File: config.mk
export PLATFORM = sky130hd
export DESIGN_NAME = lsu_flat
export DESIGN_NICKNAME = d
export VERILOG_FILES = /design/src/rtl/lsu_pkg.sv /design/src/rtl/lsu_if.sv /design/src/rtl/lsu_load_align.sv /design/src/rtl/lsu.sv /design/src/flat_wrapper.sv
export SDC_FILE = /design/constraint.sdc
export NUM_CORES = 1
export LEC_CHECK = 0
export BUFFER_PORTS_ARGS = -buffer_cell sky130_fd_sc_hd__buf_2
export CAP_MARGIN = 20
export CORE_AREA = 2 2 188 190
export DETAILED_ROUTE_END_ITERATION = 10
export DIE_AREA = 0 0 190 192
export PLACE_DENSITY = 0.54
export SLEW_MARGIN = 30
export SYNTH_ARGS = -nofsm -noshare
export SYNTH_HDL_FRONTEND = slang
export SYNTH_SLANG_ARGS = --single-unit
File: constraint.sdc
create_clock -name clk -period 3.7 [get_ports clk]
set_input_delay 0.555 -clock clk [delete_from_list [all_inputs] [get_ports clk]]
set_output_delay 0.555 -clock clk [all_outputs]
set_load 0.01 [all_outputs]
File: src/rtl/lsu_pkg.sv
// Shared types and constants for the load/store stage: FSM states, load
// width codes, store size masks and fault encodings.
package lsu_pkg;

  typedef enum logic [1:0] {
    ST_IDLE = 2'd0,
    ST_REQ  = 2'd1,
    ST_RESP = 2'd2,
    ST_WAIT = 2'd3
  } state_e;

  localparam logic [2:0] F3_LB  = 3'b000;
  localparam logic [2:0] F3_LH  = 3'b001;
  localparam logic [2:0] F3_LW  = 3'b010;
  localparam logic [2:0] F3_LBU = 3'b100;
  localparam logic [2:0] F3_LHU = 3'b101;

  localparam logic [3:0] MASK_B = 4'h1;
  localparam logic [3:0] MASK_H = 4'h3;
  localparam logic [3:0] MASK_W = 4'hF;

  localparam logic [1:0] FAULT_NONE     = 2'b00;
  localparam logic [1:0] FAULT_MISALIGN = 2'b01;
  localparam logic [1:0] FAULT_ACCESS   = 2'b10;

  // Loads take their access size from func3[1:0] (00 byte, 01 half, else word);
  // stores take it from the size mask.
  function automatic logic misaligned(input logic       is_load,
                                      input logic [2:0] f3,
                                      input logic [3:0] mask,
                                      input logic [1:0] addr_lo);
    logic half, word;
    if (is_load) begin
      half = (f3[1:0] == 2'b01);
      word = (f3[1:0] == 2'b10) || (f3[1:0] == 2'b11);
    end else begin
      half = (mask == MASK_H);
      word = (mask == MASK_W);
    end
    return (half && addr_lo[0]) || (word && (addr_lo != 2'b00));
  endfunction

endpackage

File: src/rtl/lsu_if.sv
// Data-memory request/response port; master is the LSU, slave is the memory.
interface lsu_if;
  logic        mem_req_valid;
  logic        mem_req_ready;
  logic [31:0] mem_req_addr;
  logic        mem_req_wen;
  logic [31:0] mem_req_wdata;
  logic [3:0]  mem_req_wstrb;
  logic        mem_resp_valid;
  logic [31:0] mem_resp_rdata;
  logic        mem_resp_err;

  modport master (
    output mem_req_valid, mem_req_addr, mem_req_wen, mem_req_wdata, mem_req_wstrb,
    input  mem_req_ready, mem_resp_valid, mem_resp_rdata, mem_resp_err
  );

  modport slave (
    input  mem_req_valid, mem_req_addr, mem_req_wen, mem_req_wdata, mem_req_wstrb,
    output mem_req_ready, mem_resp_valid, mem_resp_rdata, mem_resp_err
  );
endinterface

File: src/rtl/lsu_load_align.sv
// Combinational extraction of a byte/half/word from a read word, with sign or
// zero extension selected by the load's func3.
module lsu_load_align
  import lsu_pkg::*;
(
  input  logic [2:0]  func3_i,
  input  logic [1:0]  addr_lo_i,
  input  logic [31:0] rdata_i,
  output logic [31:0] data_o
);

  logic [31:0] shifted;
  logic [7:0]  byte_v;
  logic [15:0] half_v;

  always_comb begin
    shifted = rdata_i >> {addr_lo_i, 3'b000};
    byte_v  = shifted[7:0];
    half_v  = addr_lo_i[1] ? rdata_i[31:16] : rdata_i[15:0];
    unique case (func3_i)
      F3_LB:   data_o = {{24{byte_v[7]}}, byte_v};
      F3_LH:   data_o = {{16{half_v[15]}}, half_v};
      F3_LBU:  data_o = {24'h0, byte_v};
      F3_LHU:  data_o = {16'h0, half_v};
      default: data_o = rdata_i;
    endcase
  end

endmodule

File: src/rtl/lsu.sv
// Load/store stage: accepts one instruction from execute, runs at most one
// memory transaction, and holds the result until write-back takes it.
module lsu
  import lsu_pkg::*;
#(
  parameter int WB_W = 128
) (
  input  logic            clk,
  input  logic            rst,
  input  logic            valid_in_exu,
  output logic            ready_out_exu,
  input  logic [31:0]     alu_out,
  input  logic [31:0]     wdata,
  input  logic [7:0]      wmask,
  input  logic            mem_ren,
  input  logic            mem_wen,
  input  logic [2:0]      func3,
  input  logic [WB_W-1:0] wb_info,
  lsu_if.master           mem,
  output logic            valid_out_wbu,
  input  logic            ready_in_wbu,
  output logic [31:0]     result_buf,
  output logic [WB_W-1:0] wb_info_buf,
  output logic [1:0]      fault_buf
);

  state_e          state_q, state_d;
  logic [31:0]     addr_q, addr_d;
  logic [31:0]     wdata_q, wdata_d;
  logic [3:0]      mask_q, mask_d;
  logic            store_q, store_d;
  logic [2:0]      func3_q, func3_d;
  logic [WB_W-1:0] wb_q, wb_d;
  logic [31:0]     result_q, result_d;
  logic [1:0]      fault_q, fault_d;
  logic [31:0]     load_data;
  logic            unused_wmask_hi;

  assign unused_wmask_hi = ^wmask[7:4];

  lsu_load_align u_align (
    .func3_i   (func3_q),
    .addr_lo_i (addr_q[1:0]),
    .rdata_i   (mem.mem_resp_rdata),
    .data_o    (load_data)
  );

  always_ff @(posedge clk or negedge rst) begin
    if (!rst) begin
      state_q  <= ST_IDLE;
      addr_q   <= '0;
      wdata_q  <= '0;
      mask_q   <= '0;
      store_q  <= 1'b0;
      func3_q  <= '0;
      wb_q     <= '0;
      result_q <= '0;
      fault_q  <= FAULT_NONE;
    end else begin
      state_q  <= state_d;
      addr_q   <= addr_d;
      wdata_q  <= wdata_d;
      mask_q   <= mask_d;
      store_q  <= store_d;
      func3_q  <= func3_d;
      wb_q     <= wb_d;
      result_q <= result_d;
      fault_q  <= fault_d;
    end
  end

  always_comb begin
    state_d  = state_q;
    addr_d   = addr_q;
    wdata_d  = wdata_q;
    mask_d   = mask_q;
    store_d  = store_q;
    func3_d  = func3_q;
    wb_d     = wb_q;
    result_d = result_q;
    fault_d  = fault_q;
    unique case (state_q)
      ST_IDLE: begin
        if (valid_in_exu) begin
          addr_d   = alu_out;
          wdata_d  = wdata;
          mask_d   = wmask[3:0];
          store_d  = mem_wen;
          func3_d  = func3;
          wb_d     = wb_info;
          // Default result is alu_out: final for non-memory ops and stores,
          // and the faulting address for misaligned accesses.
          result_d = alu_out;
          fault_d  = FAULT_NONE;
          if (!(mem_ren || mem_wen)) begin
            state_d = ST_WAIT;
          end else if (misaligned(!mem_wen, func3, wmask[3:0], alu_out[1:0])) begin
            fault_d = FAULT_MISALIGN;
            state_d = ST_WAIT;
          end else begin
            state_d = ST_REQ;
          end
        end
      end
      ST_REQ: begin
        if (mem.mem_req_ready) state_d = ST_RESP;
      end
      ST_RESP: begin
        if (mem.mem_resp_valid) begin
          state_d = ST_WAIT;
          if (mem.mem_resp_err) begin
            fault_d  = FAULT_ACCESS;
            result_d = '0;
          end else if (!store_q) begin
            result_d = load_data;
          end
        end
      end
      ST_WAIT: begin
        if (ready_in_wbu) state_d = ST_IDLE;
      end
      default: state_d = ST_IDLE;
    endcase
  end

  assign ready_out_exu = (state_q == ST_IDLE);
  assign valid_out_wbu = (state_q == ST_WAIT);
  assign result_buf    = result_q;
  assign wb_info_buf   = wb_q;
  assign fault_buf     = fault_q;

  // Request fields come only from latched state so they stay stable across stalls.
  assign mem.mem_req_valid = (state_q == ST_REQ);
  assign mem.mem_req_addr  = {addr_q[31:2], 2'b00};
  assign mem.mem_req_wen   = store_q;
  assign mem.mem_req_wdata = wdata_q << {addr_q[1:0], 3'b000};
  assign mem.mem_req_wstrb = mask_q << addr_q[1:0];

endmodule

File: src/flat_wrapper.sv
// flat-port wrapper written by rule: the top's interface ports become plain ports
module lsu_flat import lsu_pkg::*;
#(
  parameter int WB_W = 128
)
  (clk, rst, valid_in_exu, ready_out_exu, alu_out, wdata, wmask, mem_ren, mem_wen, func3, wb_info, valid_out_wbu, ready_in_wbu, result_buf, wb_info_buf, fault_buf, mem_mem_req_valid, mem_mem_req_addr, mem_mem_req_wen, mem_mem_req_wdata, mem_mem_req_wstrb, mem_mem_req_ready, mem_mem_resp_valid, mem_mem_resp_rdata, mem_mem_resp_err);
  lsu_if mem_i ();
  input  logic clk;
  input  logic rst;
  input  logic valid_in_exu;
  output logic ready_out_exu;
  input  logic [31:0] alu_out;
  input  logic [31:0] wdata;
  input  logic [7:0] wmask;
  input  logic mem_ren;
  input  logic mem_wen;
  input  logic [2:0] func3;
  input  logic [WB_W-1:0] wb_info;
  output logic valid_out_wbu;
  input  logic ready_in_wbu;
  output logic [31:0] result_buf;
  output logic [WB_W-1:0] wb_info_buf;
  output logic [1:0] fault_buf;
  output wire logic [$bits(mem_i.mem_req_valid)-1:0] mem_mem_req_valid;
  output wire logic [$bits(mem_i.mem_req_addr)-1:0] mem_mem_req_addr;
  output wire logic [$bits(mem_i.mem_req_wen)-1:0] mem_mem_req_wen;
  output wire logic [$bits(mem_i.mem_req_wdata)-1:0] mem_mem_req_wdata;
  output wire logic [$bits(mem_i.mem_req_wstrb)-1:0] mem_mem_req_wstrb;
  input wire logic [$bits(mem_i.mem_req_ready)-1:0] mem_mem_req_ready;
  input wire logic [$bits(mem_i.mem_resp_valid)-1:0] mem_mem_resp_valid;
  input wire logic [$bits(mem_i.mem_resp_rdata)-1:0] mem_mem_resp_rdata;
  input wire logic [$bits(mem_i.mem_resp_err)-1:0] mem_mem_resp_err;
  assign mem_mem_req_valid = mem_i.mem_req_valid;
  assign mem_mem_req_addr = mem_i.mem_req_addr;
  assign mem_mem_req_wen = mem_i.mem_req_wen;
  assign mem_mem_req_wdata = mem_i.mem_req_wdata;
  assign mem_mem_req_wstrb = mem_i.mem_req_wstrb;
  assign mem_i.mem_req_ready = mem_mem_req_ready;
  assign mem_i.mem_resp_valid = mem_mem_resp_valid;
  assign mem_i.mem_resp_rdata = mem_mem_resp_rdata;
  assign mem_i.mem_resp_err = mem_mem_resp_err;
  lsu #(.WB_W(WB_W)) u_core (.clk(clk), .rst(rst), .valid_in_exu(valid_in_exu), .ready_out_exu(ready_out_exu), .alu_out(alu_out), .wdata(wdata), .wmask(wmask), .mem_ren(mem_ren), .mem_wen(mem_wen), .func3(func3), .wb_info(wb_info), .mem(mem_i), .valid_out_wbu(valid_out_wbu), .ready_in_wbu(ready_in_wbu), .result_buf(result_buf), .wb_info_buf(wb_info_buf), .fault_buf(fault_buf));
endmodule
# Word level (Yosys, flattened, before mapping)
# Cells that the tools add are included.
word_totals:
  ff_bits: 236
  word_cells: 70
  inputBits: 244
  output_inout_bits: 234
op_classes:
  n_eq_ne: 17
  shifts: 3
  muxes: 28
  n_reduce_logical: 13
ops:
  columns: ["operator", "n"]
  rows:
  - ["32-bit 2-to-1 mux", 4]
  - ["32-bit case mux with 4 select lines", 1]
  - ["32-bit case mux with 2 select lines", 1]
  - ["32-bit by 5-bit left shift with 32-bit output", 1]
  - ["32-bit by 5-bit >> shifter with 8-bit output", 1]
  - ["2-bit 2-to-1 mux", 10]
  - ["16-bit 2-to-1 mux", 1]
  - ["4-bit AND reduction", 3]
  - ["1-bit 2-to-1 mux", 9]
  - ["2-bit equality test (second input constant)", 4]
  - ["2-bit case mux with 4 select lines", 1]
  - ["3-bit equality test (second input constant)", 2]
  - ["2-bit != test (second input constant)", 3]
  - ["2-bit by 1-bit equality test with 1-bit output (second input constant)", 2]
  - ["4-bit by 2-bit equality test with 1-bit output (second input constant)", 1]
  - ["4-bit equality test (second input constant)", 1]
  - ["2-bit by 1-bit != test with 1-bit output (second input constant)", 2]
  - ["2-bit case mux with 2 select lines", 1]
  - ["2-bit nonzero test", 2]
  - ["4-bit by 2-bit left shift with 4-bit output", 1]
  - ["3-bit by 1-bit equality test with 1-bit output (second input constant)", 1]
  - ["3-bit logical NOT", 1]
  - ["1-bit logical OR", 3]
  - ["3-bit != test (second input constant)", 1]
  - ["3 further kinds", 4]

# Depth between registers and ports, before layout
# Gate-level depths: netlist of the first run.
depth:
  ltp_word: 12
  ltp_mapped: 8
  depth_no_buf: 6

# Cells and area by module
# From an unflattened synthesis of the first run, not the netlist that was laid out.
hier_totals:
  hier_cells: 879
  hier_area_um2: 10876.7
by_module_without_submodules:
  columns: ["mod", "area_each_um2", "n_inst", "seq_area_each_um2", "cells_each"]
  rows:
  - ["lsu", 10077.2, 1, 5905.7, 761]
  - ["lsu_load_align", 799.5, 1, 0.0, 118]

# Worst setup path after synthesis of the first run
# Ideal clock, no wire load.
synth_timing:
  path_kind: "flip-flop to flip-flop"
  from: "reg u_core.state_q[0]"
  to: "reg u_core.result_q[2] (netlist: u_core.result_buf[2])"
  period_less_slack_ns: 2.088
  arrival_ns: 1.963
  n_path_buf: 1
  t_required_ns: 3.575
  stages_incl_launch_ff: 8
  setup_ns: 0.125
  path_slack_ns: 1.612
  path_cell_list: "dfrtp_1 > inv_1 > ha_1 > or2_2 > o21ai_1 > a21o_1 > buf_2 > mux2_2"
synth_via:
  elab_chain_cells: 3
  word_cells_on_any_way: 8
  cone_classes: "eq/ne: 4; mux: 1; reduce/logical: 3"
synth_lines:
  columns: ["element", "line", "rtl"]
  rows:
  - ["from (decl)", "lsu.sv:27", "state_e state_q, state_d;"]
  - ["from (signal assigned)", "lsu.sv:60", "state_q <= state_d;"]
  - ["2-bit logical NOT *", null, null]
  - ["net ready_out_exu", "flat_wrapper.sv:11", "output logic ready_out_exu;"]
  - ["2-bit != test (no line) / 2-bit nonzero test (equally long branches)", null, null]
  - ["4-bit AND reduction (no line)", null, null]
  - ["to (signal assigned)", "lsu.sv:67", "result_q <= result_d;"]
  - ["to (decl)", "lsu.sv:34", "logic [31:0] result_q, result_d;"]
# The timed path passes the listed nets; every way through them passes the cells marked *.
# A chain may end at the register's enable or synchronous reset.

# Worst setup path in the final report of the first run
layout_timing:
  from: "reg u_core.addr_q[1]"
  to: "out mem_mem_req_wdata[22]"
layout_via:
  elab_chain_cells: 1
layout_lines:
  columns: ["element", "line", "rtl"]
  rows:
  - ["from (decl)", "lsu.sv:28", "logic [31:0] addr_q, addr_d;"]
  - ["from (signal assigned)", "lsu.sv:61", "addr_q <= addr_d;"]
  - ["32-bit by 5-bit left shift with 32-bit output", "lsu.sv:136", "assign mem.mem_req_wdata = wdata_q << {addr_q[1:0], 3'b000};"]
  - ["to (decl)", "flat_wrapper.sv:27", "output wire logic [$bits(mem_i.mem_req_wdata)-1:0] mem_mem_req_wdata;"]
# No other way between the ends.

==> run metrics, run 1 <==
status=finished clean; clock latency on the worst-skew pair=approximately 0.57 ns; Clock Skews=0.00998 ns; Relative slew margins=37.0%; Clock Path Buffers=3; pin count of the biggest net entering global routing=between 90 and 100; Die Y=around 190 um; RSZ-0062 raised after global routing=no; IO buf count=471; synthesized area per cell=~13 um^2; YS warnings=0; P_leak=~7 nW; Die X=roughly 190 um; WL final=roughly 34 mm; Yosys top cell area share=between 50% and 60%; synthesized instance count=just over 800; r2r setup slk=1.27 ns; Avg WL per Cell=19.6 um; main area contributors after synthesis=dfrtp_1 55%, mux2_2 22%, mux2i_1 2.4%; Critical Path AT=~2.5 ns; Starting Density=31.2%; overall power=13.6 mW; Vias/cell=~4.8; CTS Root Cell=clkbuf_16; worst slew pin tran=about 0.9 ns; EDFF count, synth=0; clock sinks=between 200 and 250; Pre-Repair DR Iteration Count=5; Final Cell Area=around 14000 um^2; Synth cell types=43; Switch Pwr=between 5 and 6 mW; top-count cell post-synth=dfrtp_1; Main synth FF type=dfrtp_1; global-route wire length before repair=about 50 mm; Congestion Overflow GR=0; Routed Antenna Nets=0; initial antenna violation count=9; core area=34300 um^2; Area Growth Syn to Fin=33.7%; r2r worst-path depth=7; fmax=0.331 GHz; CP Class=flop to primary output; DRC=0; placed inst area=approximately 13000 um^2; vias in the first global route=between 8000 and 9000; CTS tree=yes; Worst VDD drop=between 0.5 and 0.6 mV; power density over the cells=about 950 nW/um^2; Comb pwr share=between 40 and 50%; crit share post-route=about four fifths; Final Max Tran Viols=0; std cell rows=68; Clk pwr share=20.9%; setup TNS=0 ns; IO Count=roughly 480; ratio of cells with drive above 1 in the final layout=between 50% and 60%; Seq pwr share=a little over a third; Crit path required time=~3.1 ns; GP Congestion=between 0.8 and 0.9; endpoint type of the worst setup path=primary output; Hold Path Class=primary input to asynchronous set/reset pin; total of max-cap violations=0; Setup violations, final=0; Post-synth top cells=236 x dfrtp_1, 208 x mux2_2, 33 x buf_4; mapped cell area=between 10000 and 15000 um^2; Switching Share=37.0%; sequential-to-total area share from yosys stat=between 50% and 60%; CTS buffer count=29; CP Max Fanout=37; final hold violation count=0; CP Launch Type=flop; post-CTS sizing=0; dominant cell type by area after synthesis=dfrtp_1; FILL cells=roughly 3300; GR Util All Layers=between 15 and 20%; Die ar.=36500 um^2; H-Tree Depth=1; Final #Nets=about 1500; CTS clk-pin slew, worst paths=0.06 ns; post-layout min period=just over 3 ns; Vias=about 8300; total internal power=8.59 mW; Post-DP HPWL=between 20 and 30 mm; Crit Reg-Reg Endpoint=u_core.result_buf[10]; initial drt markers=roughly 340; ys async rst share=100%; Yosys reg bits=~240; Reg2Reg Launch Point=u_core.state_q[0]; Post-CTS Setup Bufs=0; hold-fix buffer count after cts=0
[logic make-up (layout without fill, tap and decap cells)]
logic type | count (synthesis) | after routing | synth area share (%)
buffers and inverters | 107 | 560 | 5.24
AO/OA/AOI/OAI | 113 | 113 | 7.81
adder cells (fa/ha/maj) | 4 | 4 | 0.468
multiplexers | 237 | 237 | 24.7
AND/OR/NAND/NOR | 118 | 118 | 6.50
other | 1 | 6 | 0.0350
flip-flops | 236 | 236 | 55.2
[cell usage in the layout (no fill, tap or decap), types with 2 or more instances in the layout]
cell,Yosys,routed
a221o_1,24,24
nand2b_1,21,21
a31oi_1,2,2
dfrtp_1,236,234
clkbuf_8,0,8
o32ai_1,7,7
conb_1,1,2
buf_12,0,4
buf_2,16,470
clkbuf_16,0,29
nor3_1,2,2
mux2_1,2,2
ha_1,4,4
mux2i_1,26,26
diode_2,0,4
a21oi_1,22,22
inv_1,24,24
a211oi_1,9,9
clkbuf_1,31,4
buf_4,33,10
o21ai_0,20,20
nand2_1,17,16
mux2_2,208,208
a22o_1,7,7
nor3b_1,31,31
nor2b_1,13,13
nor2_1,21,21
bufinv_16,0,2
and2_1,9,9
clkinv_2,0,6
dfrtp_2,0,2
a221oi_1,9,9
o22ai_1,2,2
[stage by stage]
step	util, %	hold WS (ns)	cells	worst slack (ns)
2_1_floorplan	-	0.259	817	1.61
3_3_place_gp	38.9	0.473	1674	1.24
3_5_place_dp	38.9	0.480	1674	1.25
4_1_cts	41.7	0.0487	1725	0.636
5_1_grt	41.7	0.0561	1728	0.515
6_report	41.7	0.00277	1729	0.677
[power groups by stage]
| stage | sequential (mW) | clock [mW] | combinational, mW |
|---|---|---|---|
| after global routing | 4.93 | 3.04 | 6.55 |
| after floorplan | 4.98 | 0 | 3.62 |
| after detailed placement | 4.78 | 0 | 6.12 |
| after CTS | 4.75 | 2.94 | 6.14 |
| after global placement | 4.73 | 0 | 6.07 |
| final | 4.75 | 2.86 | 6.03 |
[critical path: stages, from the launching register on]
cell and delay, ns:
dfrtp_2 0.87, buf_4 0.46, mux2i_1 0.26, o21ai_0 0.12
buf_2 0.18
[registers in the layout, summed over array words and instances, names as in the netlist]
| signal | flops |
|---|---|
| u_core.wb_info_buf | 128 |
| u_core.func3_q | 3 |
| u_core.mem.mem_req_wen | 1 |
| u_core.fault_buf | 2 |
| u_core.addr_q | 32 |
| u_core.wdata_q | 32 |
| u_core.state_q | 2 |
| u_core.result_buf | 32 |
| u_core.mask_q | 4 |
[layer usage]
metal  global-route usage [%]  vias to the layer above  wire, um
met1                     20.8                     4094     12800
met5                        0                        -        43
li1                         -                     3784         -
met4                     5.58                        6       892
met3                     6.21                       57      3170
met2                     30.9                      334     17000
[worst max-delay path by stage]
stage                                  from               endpoint  slack, ns  cells after the start
final                      u_core.addr_q[1]  mem_mem_req_wdata[22]       0.68                      4
after global routing       u_core.addr_q[1]  mem_mem_req_wdata[22]       0.51                      4
after CTS                  u_core.addr_q[1]  mem_mem_req_wdata[22]       0.64                      4
after detailed placement   u_core.addr_q[1]  mem_mem_req_wdata[22]       1.25                      4
after global placement     u_core.addr_q[1]  mem_mem_req_wdata[31]       1.24                      5
after floorplan           u_core.state_q[0]   u_core.result_buf[2]       1.61                      7
[area by class of cell]
cell class / instances / area, um^2 / share of cell area, %
well taps: 455 / 569 / 3.98
multi-input cells: 474 / 4250 / 29.7
clock inverters: 10 / 108 / 0.752
clock buffers: 41 / 851 / 5.95
diodes: 4 / 10.0 / 0.0700
inverters: 24 / 90.1 / 0.630
repair buffers: 485 / 2520 / 17.6
flip-flops and latches: 236 / 5910 / 41.3
No activity file was read; power rests on OpenSTA's default activity.
==> run 2, diff against run 1 <==
--- a/config.mk
+++ b/config.mk
@@ -10,7 +10,7 @@
 export CORE_AREA = 2 2 188 190
 export DETAILED_ROUTE_END_ITERATION = 10
 export DIE_AREA = 0 0 190 192
-export PLACE_DENSITY = 0.54
+export PLACE_DENSITY = 0.56
 export SLEW_MARGIN = 30
 export SYNTH_ARGS = -nofsm -noshare
 export SYNTH_HDL_FRONTEND = slang
==> constraint.sdc (replaced) <==
create_clock -name clk -period 2.64 [get_ports clk]
set_input_delay 0.396 -clock clk [delete_from_list [all_inputs] [get_ports clk]]
set_output_delay 0.396 -clock clk [all_outputs]
set_load 0.01 [all_outputs]
==> run 2 against run 1 <==
Net effect: critical path depth unchanged; highest routed layer unchanged; clock skew is 0.0049 ns higher; clock power increased by 32%; worst hold slack gained 0.080 ns; first-iteration DRC count shrank 21%; register-to-register slack worse by 0.91 ns; via count is 0.87% lower.
==> run metrics, run 2 (synthesized netlist as in run 1, its figures left out) <==
status=finished clean; slowest stage cell on the critical path=dfrtp_4; ratio of cells with drive above 1 in the final layout=59.0% (-0.089 points); Worst VDD drop=0.805 mV (+52%); commonest non-fill, non-tap cell in the layout=buf_2; CTS Root Cell=clkbuf_16; crit share post-route=between 90% and 100%; Area Growth Syn to Fin=34.8%; Clock Path Buffers=3 (unchanged); power density over the cells=1320 nW/um^2 (+39%); Starting Density=31.2% (unchanged); overall power=19.1 mW (+40%); IO Count=478 (unchanged); most frequent cells in the layout=470 x buf_2, 235 x dfrtp_1, 208 x mux2_2, 31 x nor3b_1, 27 x clkbuf_16; Post-CTS Setup Bufs=0 (unchanged); CP Launch Type=flop; RSZ-0062 raised after global routing=no; clock latency on the worst-skew pair=0.54 ns (-0.03 ns); Final Max Tran Viols=0 (unchanged); FF+latch area=5910 um^2 (about the same); Relative slew margins=47.4% (+10 points); CTS tree=yes; Hold Path Class=primary input to flop; post-layout min period=~2.4 ns; setup TNS=0 ns (unchanged); vias in the first global route=8410 (+1.1%); P_leak=7.01 nW (+0.77%); Crit path required time=2.24 ns (-0.90 ns); Die ar.=36500 um^2 (unchanged); Pre-Repair DR Iteration Count=4 (-1); Die X=190 um (unchanged); global-route wire length before repair=49.6 mm (-1.1%); total of max-cap violations=0 (unchanged); Clock Skews=0.0149 ns (+0.00491 ns); initial drt markers=268 (-21%); pin count of the biggest net entering global routing=76 (-18%); endpoint type of the worst setup path=primary output; GP Congestion=0.831 (+1.0%); std cell rows=68 (unchanged); CTS clk-pin slew, worst paths=0.06 ns (about the same); Vias=8203 (-0.87%); crit-path leading delay family=flip-flops; final hold violation count=0 (unchanged); CP cell instances=buf_4, mux2i_1, a21oi_1, buf_2; WL final=33.6 mm (-1.0%); CTS buffer count=27 (-6.9%); worst path bufs/invs=2 (unchanged); WHS=0.0832 ns (+0.0805 ns); Final #Nets=1508 (+0.67%); core area=34300 um^2 (unchanged); fmax=about 0.4 GHz; Avg WL per Cell=19.3 um (-1.5%); Vias/cell=4.72 (-1.3%); CP Max Fanout=25 (-32%); GR Util All Layers=17.7% (-0.14 points); IO buf count=471 (unchanged); worst slew pin tran=0.769 ns (-0.153 ns); Post-DP HPWL=25.9 mm (+2.7%); Setup violations, final=0 (unchanged); max reg flops=128 (unchanged); Routed Antenna Nets=0 (unchanged); CP Class=flop to primary output; FILL cells=3328 (-0.24%); H-Tree Depth=1 (unchanged); CP peak stage delay=0.59 ns (-0.28 ns); Critical Path AT=2.04 ns (-0.43 ns); initial antenna violation count=10 (+1); Congestion Overflow GR=0 (unchanged); Die Y=192 um (unchanged); Multi-input gate area=4250 um^2 (about the same); clock sinks=236 (unchanged); DRC=0 (unchanged)
## run 2: cell count changes in the layout (fill, tap and decap cells not counted), sizes merged
cell / previous run / this run
inv: 25 / 24
clkinv: 7 / 3
buf: 485 / 496
clkbuf: 41 / 40
bufinv: 2 / 3
dlygate4sd3: 0 / 1
diode: 4 / 5
## run 2: stage by stage
| step | worst slack (ns) | utilization [%] | cells | instance area [um^2] |
|---|---|---|---|---|
| floorplan | 0.552 | - | 817 | 10700 |
| global placement | 0.431 | 39.4 | 1685 | 13500 |
| detailed placement | 0.369 | 39.4 | 1685 | 13500 |
| CTS | 0.0264 | 42.0 | 1732 | 14400 |
| global route | 0.0569 | 42.1 | 1736 | 14400 |
| finish | 0.204 | 42.1 | 1737 | 14400 |
## run 2: timing repair
item,in CTS,in global routing
gates resized for setup,0,2
setup endpoints to repair,0,16
hold buffers,1,0
endpoints found under the hold margin,71,0
## run 2: worst reg2reg max path: cells and delay by family (launching register included)
family	cells	cell delay, ns
compound gates	2	0.68
fa+ha+maj	1	0.30
buf+inv	1	0.09
flops	1	0.38
simple gates	2	0.75
## run 2: path summary, 6_finish.rpt
path / start / endpoint / slack, ns / cells past startpoint
min: wb_info[117] / u_core.wb_info_buf[117] / 0.08 / 2
max: u_core.addr_q[1] / mem_mem_req_wdata[25] / 0.20 / 4
max in group asynchronous: rst / u_core.wb_info_buf[45] / 1.44 / 3
min reg2reg: u_core.result_buf[6] / u_core.result_buf[6] / 0.49 / 1
max reg2reg: u_core.state_q[0] / u_core.result_buf[19] / 0.36 / 6
min in group asynchronous: rst / u_core.addr_q[2] / 0.45 / 2
## run 2: cell type report
class	instances	share of cell area, %
flip-flops and latches	236	41.0
multi-input cells	474	29.5
repair buffers	497	18.7
clock buffers	40	5.44
well taps	455	3.95
clock inverters	6	0.729
inverters	24	0.625
diodes	5	0.0867
## run 2: per-layer routing
layer / vias to the layer above / global-route usage [%] / part of all wire [%]
li1: 3788 / - / -
met1: 4025 / 20.8 / 39
met2: 336 / 30.9 / 50
met3: 48 / 5.26 / 8.4
met4: 6 / 5.99 / 2.4
met5: - / 0 / 0.10
## run 2: power by group
part | leakage [nW] | total [mW] | internal (mW) | switching (mW)
combinational | 3.77 | 8.69 | 4.28 | 4.40
sequential | 2.80 | 6.62 | 5.50 | 1.12
clock | 0.438 | 3.78 | 2.32 | 1.46
